[src/rtl/avln_pkt_gen_pkg.sv]
// global_types: shared stream types, beat geometry and the packet generator state enum
package global_types;
  localparam int unsigned DATA_W = 64;
  localparam int unsigned BYTES = DATA_W / 8;
  localparam int unsigned EMPTY_W = $clog2(BYTES);
  typedef struct packed {
    logic [DATA_W-1:0] data;
    logic sop;
    logic eop;
    logic [EMPTY_W-1:0] empty;
    logic valid;
  } avln_st;
  typedef enum logic [1:0] {IDLE, SEND, GAP} gen_state_e;
  function automatic int unsigned beats_of(input int unsigned len);
    return (len + BYTES - 1) / BYTES;
  endfunction
endpackage

[src/rtl/avln_beat_fmt.sv]
// avln_beat_fmt: formats one beat of the self-checking payload and its framing flags
module avln_beat_fmt
  import global_types::*;
#(
  parameter int LEN_W = 16
) (
  input  logic [15:0]        beat_idx,
  input  logic [LEN_W-1:0]   beats_left,
  input  logic [15:0]        pkt_seq,
  input  logic [LEN_W-1:0]   len,
  output logic [DATA_W-1:0]  data,
  output logic               sop,
  output logic               eop,
  output logic [EMPTY_W-1:0] empty
);
  logic [EMPTY_W-1:0] rem;
  assign rem = len[EMPTY_W-1:0];
  assign sop = beat_idx == 16'd0;
  assign eop = beats_left == LEN_W'(1);
  // with a power-of-two beat width, (B - len mod B) mod B is just -len mod B
  assign empty = eop ? EMPTY_W'(-rem) : '0;
  assign data = {pkt_seq, beat_idx, ~pkt_seq, ~beat_idx};
endmodule

[src/rtl/avln_pkt_gen.sv]
// avln_pkt_gen: Avalon-ST packet generator with run control, inter-packet gap and stop
module avln_pkt_gen
  import global_types::*;
#(
  parameter int LEN_W = 16,
  parameter int GAP_W = 8,
  parameter int CNT_W = 16
) (
  input  logic             sys_clk,
  input  logic             reset,
  input  logic             start,
  input  logic             stop,
  input  logic [LEN_W-1:0] pkt_len,
  input  logic [GAP_W-1:0] gap,
  input  logic [CNT_W-1:0] num_pkts,
  output avln_st           out,
  output logic             busy,
  output logic             done,
  output logic [CNT_W-1:0] pkt_count
);
  gen_state_e state_q, state_d;
  logic [LEN_W-1:0] len_q, left_q, left_d, len_sel;
  logic [GAP_W-1:0] gap_q, gcnt_q, gcnt_d;
  logic [CNT_W-1:0] num_q, cnt_q, cnt_d, seq_q, seq_d;
  logic [15:0] idx_q, idx_d;
  logic stop_q, stop_d, done_q, take, mid, eop_now, fin, nxt, emit;
  avln_st out_q, out_d;
  logic [DATA_W-1:0] f_data;
  logic f_sop, f_eop;
  logic [EMPTY_W-1:0] f_empty;
  always_comb begin
    take = state_q == IDLE && start && pkt_len != '0;
    len_sel = take ? pkt_len : len_q;
    stop_d = state_q != IDLE && (stop_q || stop);
    mid = state_q == SEND && left_q != LEN_W'(1);
    eop_now = state_q == SEND && left_q == LEN_W'(1);
    cnt_d = take ? '0 : cnt_q + CNT_W'(eop_now);
    fin = (eop_now && (stop_d || (num_q != '0 && cnt_d == num_q))) || (state_q == GAP && stop_d);
    nxt = (eop_now && gap_q == '0) || (state_q == GAP && gcnt_q == GAP_W'(1));
    emit = take || mid || (nxt && !fin);
    idx_d = mid ? idx_q + 16'd1 : 16'd0;
    left_d = mid ? left_q - LEN_W'(1) : LEN_W'(beats_of(32'(len_sel)));
    seq_d = mid ? seq_q : cnt_d;
    gcnt_d = state_q == GAP ? gcnt_q - GAP_W'(1) : gap_q;
    state_d = fin ? IDLE : emit ? SEND : state_q == SEND ? GAP : state_q;
    out_d = emit ? avln_st'{data: f_data, sop: f_sop, eop: f_eop, empty: f_empty, valid: 1'b1} : '0;
  end
  avln_beat_fmt #(.LEN_W(LEN_W)) u_fmt (
    .beat_idx  (idx_d),
    .beats_left(left_d),
    .pkt_seq   (16'(seq_d)),
    .len       (len_sel),
    .data      (f_data),
    .sop       (f_sop),
    .eop       (f_eop),
    .empty     (f_empty)
  );
  always_ff @(posedge sys_clk) begin
    if (reset) begin
      state_q <= IDLE;
      out_q <= '0;
      done_q <= 1'b0;
      cnt_q <= '0;
      seq_q <= '0;
      idx_q <= '0;
      left_q <= '0;
      gcnt_q <= '0;
      stop_q <= 1'b0;
      len_q <= '0;
      gap_q <= '0;
      num_q <= '0;
    end else begin
      state_q <= state_d;
      out_q <= out_d;
      done_q <= fin;
      cnt_q <= cnt_d;
      seq_q <= seq_d;
      idx_q <= idx_d;
      left_q <= left_d;
      gcnt_q <= gcnt_d;
      stop_q <= stop_d;
      if (take) begin
        len_q <= pkt_len;
        gap_q <= gap;
        num_q <= num_pkts;
      end
    end
  end
  assign out = out_q;
  assign busy = state_q != IDLE;
  assign done = done_q;
  assign pkt_count = cnt_q;
endmodule
[config.mk]
export PLATFORM = sky130hd
export DESIGN_NAME = avln_pkt_gen
export DESIGN_NICKNAME = d
export VERILOG_FILES = /design/src/rtl/avln_pkt_gen_pkg.sv /design/src/rtl/avln_beat_fmt.sv /design/src/rtl/avln_pkt_gen.sv
export SDC_FILE = /design/constraint.sdc
export NUM_CORES = 1
export LEC_CHECK = 0
export ABC_AREA = 1
export BUFFER_PORTS_ARGS = -buffer_cell sky130_fd_sc_hd__buf_4
export CELL_PAD_IN_SITES_DETAIL_PLACEMENT = 1
export CELL_PAD_IN_SITES_GLOBAL_PLACEMENT = 1
export CORE_ASPECT_RATIO = 0.5
export CORE_MARGIN = 4
export CORE_UTILIZATION = 40
export CTS_CLUSTER_DIAMETER = 40
export DETAILED_ROUTE_END_ITERATION = 6
export PLACE_DENSITY = 0.85
export SYNTH_ARGS = -nofsm -noshare
export SYNTH_HDL_FRONTEND = slang
export SYNTH_SLANG_ARGS = --single-unit
[constraint.sdc]
create_clock -name sys_clk -period 3.63 [get_ports sys_clk]
set_input_delay 0.5445 -clock sys_clk [delete_from_list [all_inputs] [get_ports sys_clk]]
set_output_delay 0.5445 -clock sys_clk [all_outputs]
set_load 0.05 [all_outputs]
* Word level (Yosys, flattened, before mapping)
Cells that the tools add are included.
** Word-level totals
- Bits in registers :: 186
- Output and inout port bits :: 88
** Cells by class
- Add/subtract/negate cells :: 7
- Reduce and logical (&&, ||, !) cells :: 29
- Bitwise gates (word level) :: 4
- Multiplexer cells :: 9
- Equality and inequality tests :: 7
** Operators with widths (count)
- $mux W16 :: 5
- $eq A16 B1 Y1 const B :: 2
- $not A16 Y16 :: 2
- $reduce_bool A16 Y1 :: 2
- $sub A17 B1 Y18 const B :: 1
- $add A16 B4 Y17 const B :: 1
- $add A16 B1 Y16 :: 1
- $add A16 B1 Y16 const B :: 1
- $eq A16 B16 Y1 :: 1
- $logic_not A16 Y1 :: 1
- $ne A16 B1 Y1 const B :: 1
- $sub A16 B1 Y16 const B :: 1
- $logic_and A1 B1 Y1 :: 11
- $eq A8 B1 Y1 const B :: 1
- $logic_not A8 Y1 :: 1
- $mux W8 :: 1
- $sub A8 B1 Y8 const B :: 1
- $logic_or A1 B1 Y1 :: 6
- $reduce_or A3 Y1 :: 2
- $reduce_bool A2 Y1 :: 2
- $reduce_or A2 Y1 :: 2
- $mux W1 :: 3
- $neg A3 Y3 :: 1
- $eq A2 B1 Y1 const B :: 1
- other kinds (4) :: 5

* Depth between registers and ports, before layout
Gate-level depths: netlist of run 1.
- Depth in word-level cells :: 14
- Depth in mapped cells :: 29

* By module
A second synthesis of run 1 with hierarchy kept.
** Second synthesis, totals
- Cells, all modules :: 1219
- Area, all modules :: 8657.1 um2
** By module, submodules not included
- avln_pkt_gen :: cells an instance 1119, area an instance 8142.8 um2, instances 1
- avln_beat_fmt :: cells an instance 100, area an instance 514.2 um2, instances 1

* Least setup slack after synthesis of run 1
No wires, ideal clock.
- Path type :: register to register
- Start :: register left_q[0]
- End :: register out_q, in the netlist out[68]
- Setup time :: 0.126 ns
- Path slack :: 0.561 ns
- Arrival :: 2.943 ns
- Clock period less this slack :: 3.069 ns
- Cell stages (with the launch flop) :: 26
- Data required time :: 3.504 ns
- Path through :: dfxtp_1 ha_1 inv_1 nor3_1 nand3_1 nor3_1 ha_1 nand2_1 nor2_4 nand2_1 o21bai_2 nand3_1 nand2_1 nand2_1 nor2_1 nand2_1 nor2_1 nand2_1 nand2_1 nand2_1 nand3_1 nand2_1 nand2_1 buf_4 buf_6 nor2_1
** Between the ends
- Word-level cells in the longest chain between the ends :: 14
- Elaborated cells between the ends (all ways) :: 20
** Ends and longest elaborated chain
- from (decl) :: RTL line avln_pkt_gen.sv:22 : logic [LEN_W-1:0] len_q, left_q, left_d, len_sel;
- from (signal assigned) :: RTL line avln_pkt_gen.sv:79 : left_q <= left_d;
- $eq A16 B1 Y1 :: RTL line avln_pkt_gen.sv:36 : eop_now = state_q == SEND && left_q == LEN_W'(1);
- $logic_and A1 B1 Y1 :: RTL line avln_pkt_gen.sv:36
- $add A16 B1 Y16 :: RTL line avln_pkt_gen.sv:37 : cnt_d = take ? '0 : cnt_q + CNT_W'(eop_now);
- $mux W16 :: RTL line avln_pkt_gen.sv:37
- $eq A16 B16 Y1 :: RTL line avln_pkt_gen.sv:38 : fin = (eop_now && (stop_d || (num_q != '0 && cnt_d == num_q))) || (state_q == GAP && stop_d);
- $logic_and A1 B1 Y1 :: RTL line avln_pkt_gen.sv:38
- $logic_or A1 B1 Y1 :: RTL line avln_pkt_gen.sv:38
- $logic_and A1 B1 Y1 :: RTL line avln_pkt_gen.sv:38
- $logic_or A1 B1 Y1 :: RTL line avln_pkt_gen.sv:38
- $logic_not A1 Y1 :: RTL line avln_pkt_gen.sv:40 : emit = take || mid || (nxt && !fin);
- $logic_and A1 B1 Y1 :: RTL line avln_pkt_gen.sv:40
- $logic_or A1 B1 Y1 :: RTL line avln_pkt_gen.sv:40
- $not A1 Y1 (no line)
- $reduce_or A2 Y1 (no line)
- to (signal assigned) :: RTL line avln_pkt_gen.sv:74 : out_q <= out_d;
- to (decl) :: RTL line avln_pkt_gen.sv:27 : avln_st out_q, out_d;
Parallel ways exist; a longest one is shown, timed or not.
A chain may end at the register's enable or synchronous reset.

* Worst setup path after layout of run 1
- Start :: register left_q[1]
- End :: register out_q, in the netlist out[24]
Same word-level chain as after synthesis.

==> results of run 1 <==
-- layout by cell type (no fill, tap or decap), drive strengths merged --
master    instances
nor2            263
nand2           233
dfxtp           186
buf             151
inv             143
nand3            78
o21ai            69
a21oi            33
clkbuf           22
nor3             21
nand4            17
nand3b           14
xor2             13
nor4             13
ha                9
xnor2             8
clkinv            4
o21bai            3
o211ai            2
and2              2
or2               2
clkinvlp          2
a31oi             1
or3               1
and3              1
a211oi            1
o41ai             1
a21boi            1
o21a              1
bufinv            1
-- routing by layer --
metal	part of all wire, %	vias to the layer above	track usage, %
met5	0	-	0
met1	43	3861	27.4
met4	2.4	0	7.77
li1	-	3886	-
met3	3.2	45	4.20
met2	51	129	41.6
-- worst max-delay path by stage --
stage / startpoint / endpoint / slack, ns
final: left_q[1] / out[24] / 0.17
after global routing: left_q[1] / out[24] / -0.06
after CTS: left_q[1] / out[5] / 0.008
after detailed placement: left_q[0] / out[5] / -0.04
after global placement: left_q[0] / out[3] / 0.17
after floorplan: left_q[0] / out[68] / 0.56
-- kinds of logic after synthesis --
logic type	Yosys count	synth area share [%]
simple gates	645	34.4
fa+ha+maj	9	1.38
flops	186	45.6
buf+inv	181	9.19
xor+xnor	21	2.25
compound gates	112	7.22
-- metrics by stage --
step                power (mW)  TNS [ns]
global route              7.32     -1.24
floorplan                 4.21         0
detailed placement        4.92    -0.718
global placement          4.82         0
finish                    6.90         0
CTS                       6.84         0
-- area by class of cell --
cell class	count	area, um2
Inverter	137	514
Multi-Input combinational cell	787	3870
Clock buffer	19	433
Sequential cell	186	3730
Tap cell	266	333
Fill cell	2520	9460
Timing Repair Buffer	154	1260
Clock inverter	13	134
-- power by group --
part | internal (mW) | switching, mW
Combinational | 0.780 | 1.74
Clock | 0.967 | 0.886
Sequential | 2.35 | 0.173
Total | 4.09 | 2.80
-- tightest hold or removal path, cell delays in order --
cell and delay, ns:
buf_4 0.07, o21ai_0 0.07, nor2_1 0.07
-- sequential cells by signal, summed over array words and instances (netlist names) --
| register | cells |
|---|---|
| stop_q | 1 |
| num_q | 16 |
| state_q | 2 |
| out | 70 |
| len_q | 16 |
| left_q | 16 |
| seq_q | 16 |
| pkt_count | 16 |
| done | 1 |
| gcnt_q | 8 |
| idx_q | 16 |
| gap_q | 8 |
-- timing repair --
item / 4_1_cts / 5_1_grt
endpoints found under the setup margin: 53 / 55
pin swaps: 2 / 5
resized for setup: 11 / 36
gates cloned: 2 / 3
setup buffers: 1 / 1
==> results.yml, run 1 <==
die:
  io_pins: 132
  initial_core_util_pct: 41.4
  core_area_um2: 19700
  rows: 36
  die_h_um: 109
  die_area_um2: 22900
  die_w_um: 210
clock_tree:
  clock_latency_ns: 0.44
  clock_path_buffers: 2
  clock-sinks: 186
  cts_made_buffers: 17
  cts_tree: "done"
  clkSlewWorstSetupHoldPaths_ns: 0.08
  htreeDepth: 4
  cts_hold_buf: 0
  cts_root_buffer: "clkbuf_16"
synthesis:
  synth_common_cells: "nor2_1 (251), nand2_1 (217), dfxtp_1 (186), inv_1 (135), nand3_1 (77)"
  yosys_most_used_dff: "dfxtp_1"
  synthTopCellsByArea: "dfxtp_1 (46%), nor2_1 (12%), nand2_1 (10%)"
  yosys_register_bits: 186
  synth_edf_count: 0
  yosysTopAreaCellShare_pct: 45.6
  yosysWarnings: 0
  ys_types: 42
  synth_fp_nets: 1207
  synthesis.area_um2: 8170
  yosys.area.top_type: "dfxtp_1"
  postSynthAreaPerCell_um2: 7.08
  synth_most_common_cell: "nor2_1"
  ys_async_sr_fraction_pct: 0
  yosysSeqAreaShare_pct: 45.6
  syn_inst: 1154
layout:
  nets: 1336
  final_area_um2: 10300
  final_util_pct: 52.1
  diodes: 0
  final_cells: 1562
  drive_above_1_share_pct: 19.6
  syn_to_final_growth_pct: 25.8
place:
  hpwlAfterDp_um: 18400
  dp_slack_ns: -0.0428
  io_buffers: 131
  gp_congestion: 0.915
  placed_area_um2: 9380
  dp.cells: 1523
routing:
  via_per_inst: 5.07
  wire_per_inst_um: 17.1
  ant_nets: 0
  drtIter0Drc: 285
  dr.pass1.iters: 4
  drt-total-wl_um: 26800
  drc_errors: 0
  via_count: 7921
sta:
  hold_ws_ns: 0.358
  worst_slack_ns: 0.168
  tightest_slew_ns: 0.905
  min_period_ns: 3.46
  fmax_mhz: 289
  finalMaxSlewViolations: 0
  report.final.hold_viol_count: 0
  final-setup-viol-count: 0
  finalCritPeriodShare_pct: 95.4
  slew_headroom_pct: 39.6
  skew_ns: 0.0120
worst_hold_path:
  holdPathStages: 3
  worstHoldStart: "gap[1]"
  hp-class: "in -> reg"
  hold_end: "gap_q[1]"
critical_path:
  cp_num_buf_inv: 5
  worst_path_dominant_cell_family: "simple AND/OR/NAND/NOR gates"
  r2r_slack_ns: 0.17
  end_kind: "flop"
  cp.arrival_ns: 3.82
  crit_cells: 26
  crit_path_max_incr_delay_ns: 0.31
  critPathKind: "reg -> reg"
  cp.required_ns: 3.99
  slowest_stage: "dfxtp_1"
  start_kind: "flop"
  r2r_cells: 26
  worstPathMaxFanout: 7
  r2r_start: "left_q[1]"
  worstReg2RegEnd: "out[24]"
power:
  power.density_nw_per_um2: 671
  p_leak_nw: 4.91
  ir_drop_mv: 0.419
outcome:
  status: "complete, no violations"
grt:
  grt_pass1_wl_um: 41900
  grt_pass1_vias: 8370
  grt_max_degree: 71
  grt_overflow: 0
  antenna_found_initial: 0
  track_usage_pct: 22.8
flow_run:
  cap_violations: 0
Note: power is estimated with default switching activity, not from simulation.
==> inputs of run 2 (changes only) <==
--- a/config.mk
+++ b/config.mk
@@ -14,7 +14,7 @@
 export CORE_UTILIZATION = 40
 export CTS_CLUSTER_DIAMETER = 40
 export DETAILED_ROUTE_END_ITERATION = 6
-export PLACE_DENSITY = 0.85
+export PLACE_DENSITY = 0.8
 export SYNTH_ARGS = -nofsm -noshare
 export SYNTH_HDL_FRONTEND = slang
 export SYNTH_SLANG_ARGS = --single-unit
==> run 2 against run 1 <==
Compared with the run above:
- sequential power about the same
- clock power about the same
- fmax increased by 3.9%
- core utilization decreased by 0.37 points
- critical path type unchanged
- largest cell class unchanged
- largest power group unchanged
==> results.yml, run 2 (synthesis gave the netlist of run 1 again) <==
outcome:
  status: "complete, no violations"
power:
  combPwrFrac_pct: 36.1
  power_frac_seq_pct: 37.1
  p_sw_mw: 2.79
  p_total_mw: 6.78
  clkPwrFrac_pct: 26.8
  ir_drop_mv: 0.319
  p_int_mw: 3.99
  switching_share_pct: 41.1
  power.density_nw_per_um2: 665
  p_leak_nw: 4.88
grt:
  grt_pass1_wl_um: 41500
  antenna_found_initial: 0
  grt_overflow: 0
  track_usage_pct: 22.3
  grt_pass1_vias: 8293
  grt_max_degree: 70
sta:
  finalMaxSlewViolations: 0
  report.final.hold_viol_count: 0
  min_period_ns: 3.33
  tightest_slew_ns: 0.845
  final-setup-viol-count: 0
  finalSetupTns_ns: 0
  skew_ns: 0.0110
  slew_headroom_pct: 43.6
  fmax_mhz: 300
  finalCritPeriodShare_pct: 91.8
layout:
  final_common_cell: "nor2_1"
  syn_to_final_growth_pct: 24.9
  diodes: 0
  drive_above_1_share_pct: 19.7
  largest_register_ff_count: 70
  nets: 1338
  layout_common_cells: "nor2_1 (244), nand2_1 (206), dfxtp_1 (185)"
die:
  die_area_um2: 22900
  core_area_um2: 19700
  die_h_um: 109
  io_pins: 132
  die_w_um: 210
  initial_core_util_pct: 41.4
  rows: 36
place:
  hpwlAfterDp_um: 17700
  gp_congestion: 0.888
  io_buffers: 131
critical_path:
  end_kind: "flop"
  worstPathMaxFanout: 12
  critPathKind: "reg -> reg"
  start_kind: "flop"
  crit_start: "left_q[10]"
  cp.arrival_ns: 3.63
  cp.required_ns: 3.93
  r2r_slack_ns: 0.30
  r2r_start: "left_q[10]"
clock_tree:
  clkSlewWorstSetupHoldPaths_ns: 0.07
  htreeDepth: 4
  cts_made_buffers: 17
  clock_path_buffers: 2
  clock-sinks: 186
  cts_root_buffer: "clkbuf_16"
  clock_latency_ns: 0.44
  cts_tree: "done"
  cts_hold_buf: 0
routing:
  drtIter0Drc: 395
  drc_errors: 0
  via_count: 7796
  drt-total-wl_um: 25300
  via_per_inst: 4.99
  ant_nets: 0
  dr.pass1.iters: 6
  wire_per_inst_um: 16.2
flow_run:
  cap_violations: 0
worst_hold_path:
  hp-class: "in -> reg"
  worstHoldStart: "num_pkts[3]"
[run 2: critical path, cell delays in order (launching register included)]
cell and delay, ns:
dfxtp_1 0.35, nor2_1 0.25, nand2_1 0.17, nor3_2 0.18, buf_4 0.18, ha_4 0.15
nand3_4 0.10, inv_2 0.08, nand2_1 0.10, inv_2 0.10, nand2_1 0.06, nand2_2 0.11
nand3_4 0.08, nand2_1 0.07, nand2_1 0.07, nor2_2 0.13, nand2_1 0.09, nor2_1 0.10
nand2_1 0.11, nand2_2 0.07, nand2_2 0.06, nand3_2 0.12, nand2_2 0.09, nand2_4 0.14
buf_12 0.18, nor2_1 0.06
[run 2: per-layer routing]
| layer | vias up | part of all wire (%) | global-route usage, % |
|---|---|---|---|
| li1 | 3891 | - | - |
| met1 | 3766 | 45 | 27.6 |
| met2 | 111 | 51 | 41.0 |
| met3 | 28 | 3.0 | 3.82 |
| met4 | 0 | 1.4 | 5.72 |
| met5 | - | 0 | 0 |
[run 2: final timing paths]
kind                                  end  depth (start not counted)
worst max register to register    out[55]                         25
worst min register to register  gcnt_q[0]                          1
worst min-delay path             num_q[3]                          3
worst max-delay path              out[55]                         25
[run 2: timing repair]
item                                    in CTS  in global routing
gates resized for setup                      8                 35
hold endpoints to repair                     0                  0
buffers inserted                             5                  7
endpoints found under the setup margin      49                 56
cloned                                       2                  0
pin swaps                                    1                  8
[run 2: through the flow]
step	utilization [%]	hold slack [ns]	std cells	instance area (um2)	worst slack, ns
final	51.7	0.369	1563	10200	0.299
after global placement	47.5	0.453	1520	9370	0.209
after CTS	51.1	0.359	1558	10100	0.0144
after floorplan	-	0.434	1154	8170	0.561
after global routing	51.7	0.363	1563	10200	-0.0754
after detailed placement	47.5	0.480	1520	9370	0.0418
[run 2: area by class of cell]
| cell class | instances | area (um2) |
|---|---|---|
| Tap cell | 266 | 333 |
| Sequential cell | 186 | 3730 |
| Multi-Input combinational cell | 787 | 3830 |
| Clock inverter | 13 | 133 |
| Fill cell | 2518 | 9530 |
| Timing Repair Buffer | 156 | 1230 |
| Clock buffer | 18 | 429 |
| Inverter | 137 | 514 |
[run 2: power by group through the flow]
stage | Combinational (mW) | Sequential, mW | Clock, mW
detailed placement | 2.33 | 2.55 | 0
floorplan | 1.28 | 2.93 | 0
finish | 2.45 | 2.51 | 1.82
CTS | 2.44 | 2.52 | 1.84
global placement | 2.26 | 2.54 | 0
global route | 2.73 | 2.55 | 1.92
==> inputs of run 3 (changes only) <==
--- a/config.mk
+++ b/config.mk
@@ -5,13 +5,12 @@
 export SDC_FILE = /design/constraint.sdc
 export NUM_CORES = 1
 export LEC_CHECK = 0
-export ABC_AREA = 1
 export BUFFER_PORTS_ARGS = -buffer_cell sky130_fd_sc_hd__buf_4
 export CELL_PAD_IN_SITES_DETAIL_PLACEMENT = 1
 export CELL_PAD_IN_SITES_GLOBAL_PLACEMENT = 1
 export CORE_ASPECT_RATIO = 0.5
 export CORE_MARGIN = 4
-export CORE_UTILIZATION = 40
+export CORE_UTILIZATION = 42
 export CTS_CLUSTER_DIAMETER = 40
 export DETAILED_ROUTE_END_ITERATION = 6
 export PLACE_DENSITY = 0.8
==> run 3 against run 2 <==
Compared with the run above:
- global-route usage increased by 1.6 points
- sequential power is 2% higher
- critical path depth down 10
- clock skew barely moved
==> results.yml, run 3 <==
outcome:
  status: "complete, no violations"
synthesis:
  ys_types: 68
  yosysSeqAreaShare_pct: 46.7
  yosys_register_bits: 186
  synth_xor_area_share_pct: 8.05
  synthesis.area_um2: 7980
  ys_async_sr_fraction_pct: 0
  yosysTopAreaCellShare_pct: 46.7
  yosys_most_used_dff: "dfxtp_1"
  synth_most_common_cell: "dfxtp_1"
  synth_common_cells: "dfxtp_1 (186), nor2_1 (169), nand2_1 (90), a21oi_1 (53), o21ai_0 (45)"
  synth_fp_nets: 992
  yosys.area.top_type: "dfxtp_1"
  synth_top_family_by_area: "simple AND/OR/NAND/NOR gates"
  synth-simple-area-share_pct: 26.2
  yosysWarnings: 0
  syn_inst: 939
  synth_edf_count: 0
  yosys.area_share.adder_pct: 1.41
  synthMuxAreaShare_pct: 0.627
  postSynthAreaPerCell_um2: 8.50
  synthTopCellsByArea: "dfxtp_1 (47%), nor2_1 (8.0%), nand2_1 (4.2%)"
  synth-compound-area-share_pct: 13.5
critical_path:
  crit_chain: "nor4_4, nand3_4, or3_4, inv_4, ha_4, inv_1, or4_1, nand3b_1, o221ai_4, o32ai_1, nor2_2, o21ai_4, buf_6, clkbuf_16, nor2_1"
  crit_path_max_incr_delay_ns: 0.59
  cp.arrival_ns: 3.95
  worstPathMaxFanout: 6
  critPathKind: "reg -> reg"
  cp_num_buf_inv: 4
  end_kind: "flop"
  start_kind: "flop"
  slowest_stage: "or4_1"
  cp.required_ns: 3.96
  worst_path_dominant_cell_family: "simple AND/OR/NAND/NOR gates"
flow_run:
  cap_violations: 0
clock_tree:
  cts_tree: "done"
  clock-sinks: 186
  clock_path_buffers: 2
  htreeDepth: 4
  cts_made_buffers: 17
  cts_root_buffer: "clkbuf_16"
  clkSlewWorstSetupHoldPaths_ns: 0.08
  clock_latency_ns: 0.44
layout:
  syn_to_final_growth_pct: 31.8
  drive_above_1_share_pct: 25.3
  layout_common_cells: "buf_4 (185), dfxtp_1 (183), nor2_1 (161)"
  nets: 1154
  diodes: 0
  largest_register_ff_count: 70
  final_common_cell: "buf_4"
grt:
  antenna_found_initial: 0
  track_usage_pct: 23.9
  grt_max_degree: 100
  grt_overflow: 0
  grt_pass1_wl_um: 41500
  grt_pass1_vias: 7641
routing:
  via_count: 7527
  ant_nets: 0
  drc_errors: 0
  dr.pass1.iters: 5
  drtIter0Drc: 437
  via_per_inst: 5.48
  drt-total-wl_um: 26300
  wire_per_inst_um: 19.2
sta:
  hold_ws_ns: 0.353
  finalCritPeriodShare_pct: 99.7
  tightest_slew_ns: 1.06
  report.final.hold_viol_count: 0
  finalMaxSlewViolations: 0
  final-setup-viol-count: 0
  fmax_mhz: 276
  min_period_ns: 3.62
  slew_headroom_pct: 29.4
  rsz0062_at_grt: "true"
  skew_ns: 0.0106
die:
  rows: 35
  initial_core_util_pct: 43.1
  die_area_um2: 21400
  die_w_um: 203
  die_h_um: 105
  core_area_um2: 18500
  io_pins: 132
place:
  io_buffers: 131
  hpwlAfterDp_um: 17700
  gp_congestion: 0.858
worst_hold_path:
  hp-class: "in -> reg"
power:
  power.density_nw_per_um2: 698
  p_leak_nw: 4.16
  p_total_mw: 7.34
  ir_drop_mv: 0.377
==> run 3: routing by layer <==
| metal | track usage (%) | up-vias | part of all wire, % |
|---|---|---|---|
| met2 | 40.1 | 216 | 48 |
| met1 | 32.7 | 3703 | 46 |
| met5 | 0 | - | 0 |
| met3 | 3.93 | 30 | 5.3 |
| li1 | - | 3578 | - |
| met4 | 5.42 | 0 | 1.3 |
==> run 3: final cells by class <==
| cell class | count | area, um2 |
|---|---|---|
| multi-input cells | 682 | 4190 |
| well taps | 259 | 324 |
| clock inverters | 15 | 196 |
| fillers | 2166 | 8010 |
| clock buffers | 17 | 425 |
| flip-flops and latches | 186 | 3730 |
| repair buffers | 195 | 1570 |
| inverters | 19 | 73.8 |
==> run 3: kinds of logic after synthesis <==
logic type / Yosys count
AOI/OAI and AO/OA: 169
DFF: 186
buffers and inverters: 71
muxes: 5
and+or+nand+nor: 429
adders and majority gates: 9
xor gates and xnor gates: 70
==> run 3: worst reg2reg max path: stages (launching register included) <==
cell and delay (ns):
dfxtp_1 0.34, nor4_4 0.36, nand3_4 0.11, or3_4 0.42, inv_4 0.09, ha_4 0.15
inv_1 0.08, or4_1 0.59, nand3b_1 0.17, o221ai_4 0.12, o32ai_1 0.35, nor2_2 0.13
o21ai_4 0.19, buf_6 0.18, clkbuf_16 0.17, nor2_1 0.05
==> run 3: per-stage QoR <==
step           instance area, um2  setup WS [ns]  util, %  TNS (ns)  cells
2_1_floorplan                7980        0.00413        -         0    939
3_3_place_gp                 9530         0.0539     51.5         0   1329
3_5_place_dp                 9530        -0.0288     51.5    -0.204   1329
4_1_cts                     10400        -0.0365     55.9    -0.448   1371
5_1_grt                     10500         -0.128     56.8     -5.48   1373
6_report                    10500         0.0101     56.8         0   1373
==> run 3: repair_timing <==
action                     in CTS  in global routing
buffers inserted                7                  3
pin swaps                       7                 16
hold endpoints to repair        0                  0
setup endpoints to repair      51                 57
gates cloned                    3                  2
hold buffers                    0                  0
gates resized for setup        16                 33
==> run 3: where the power goes <==
part / internal (mW) / leakage (nW) / switching (mW) / total (mW)
Clock: 1.01 / 0.301 / 0.959 / 1.97
Combinational: 1.03 / 2.33 / 1.78 / 2.81
Sequential: 2.34 / 1.52 / 0.214 / 2.56
==> run 3: worst paths after layout <==
path / depth (start not counted) / to / from / slack (ns)
worst min-delay path: 3 / num_q[5] / num_pkts[5] / 0.35
worst max-delay path: 15 / out[16] / left_q[6] / 0.01
worst min register to register: 2 / gap_q[4] / gap_q[4] / 0.48
worst max register to register: 15 / out[16] / left_q[6] / 0.01
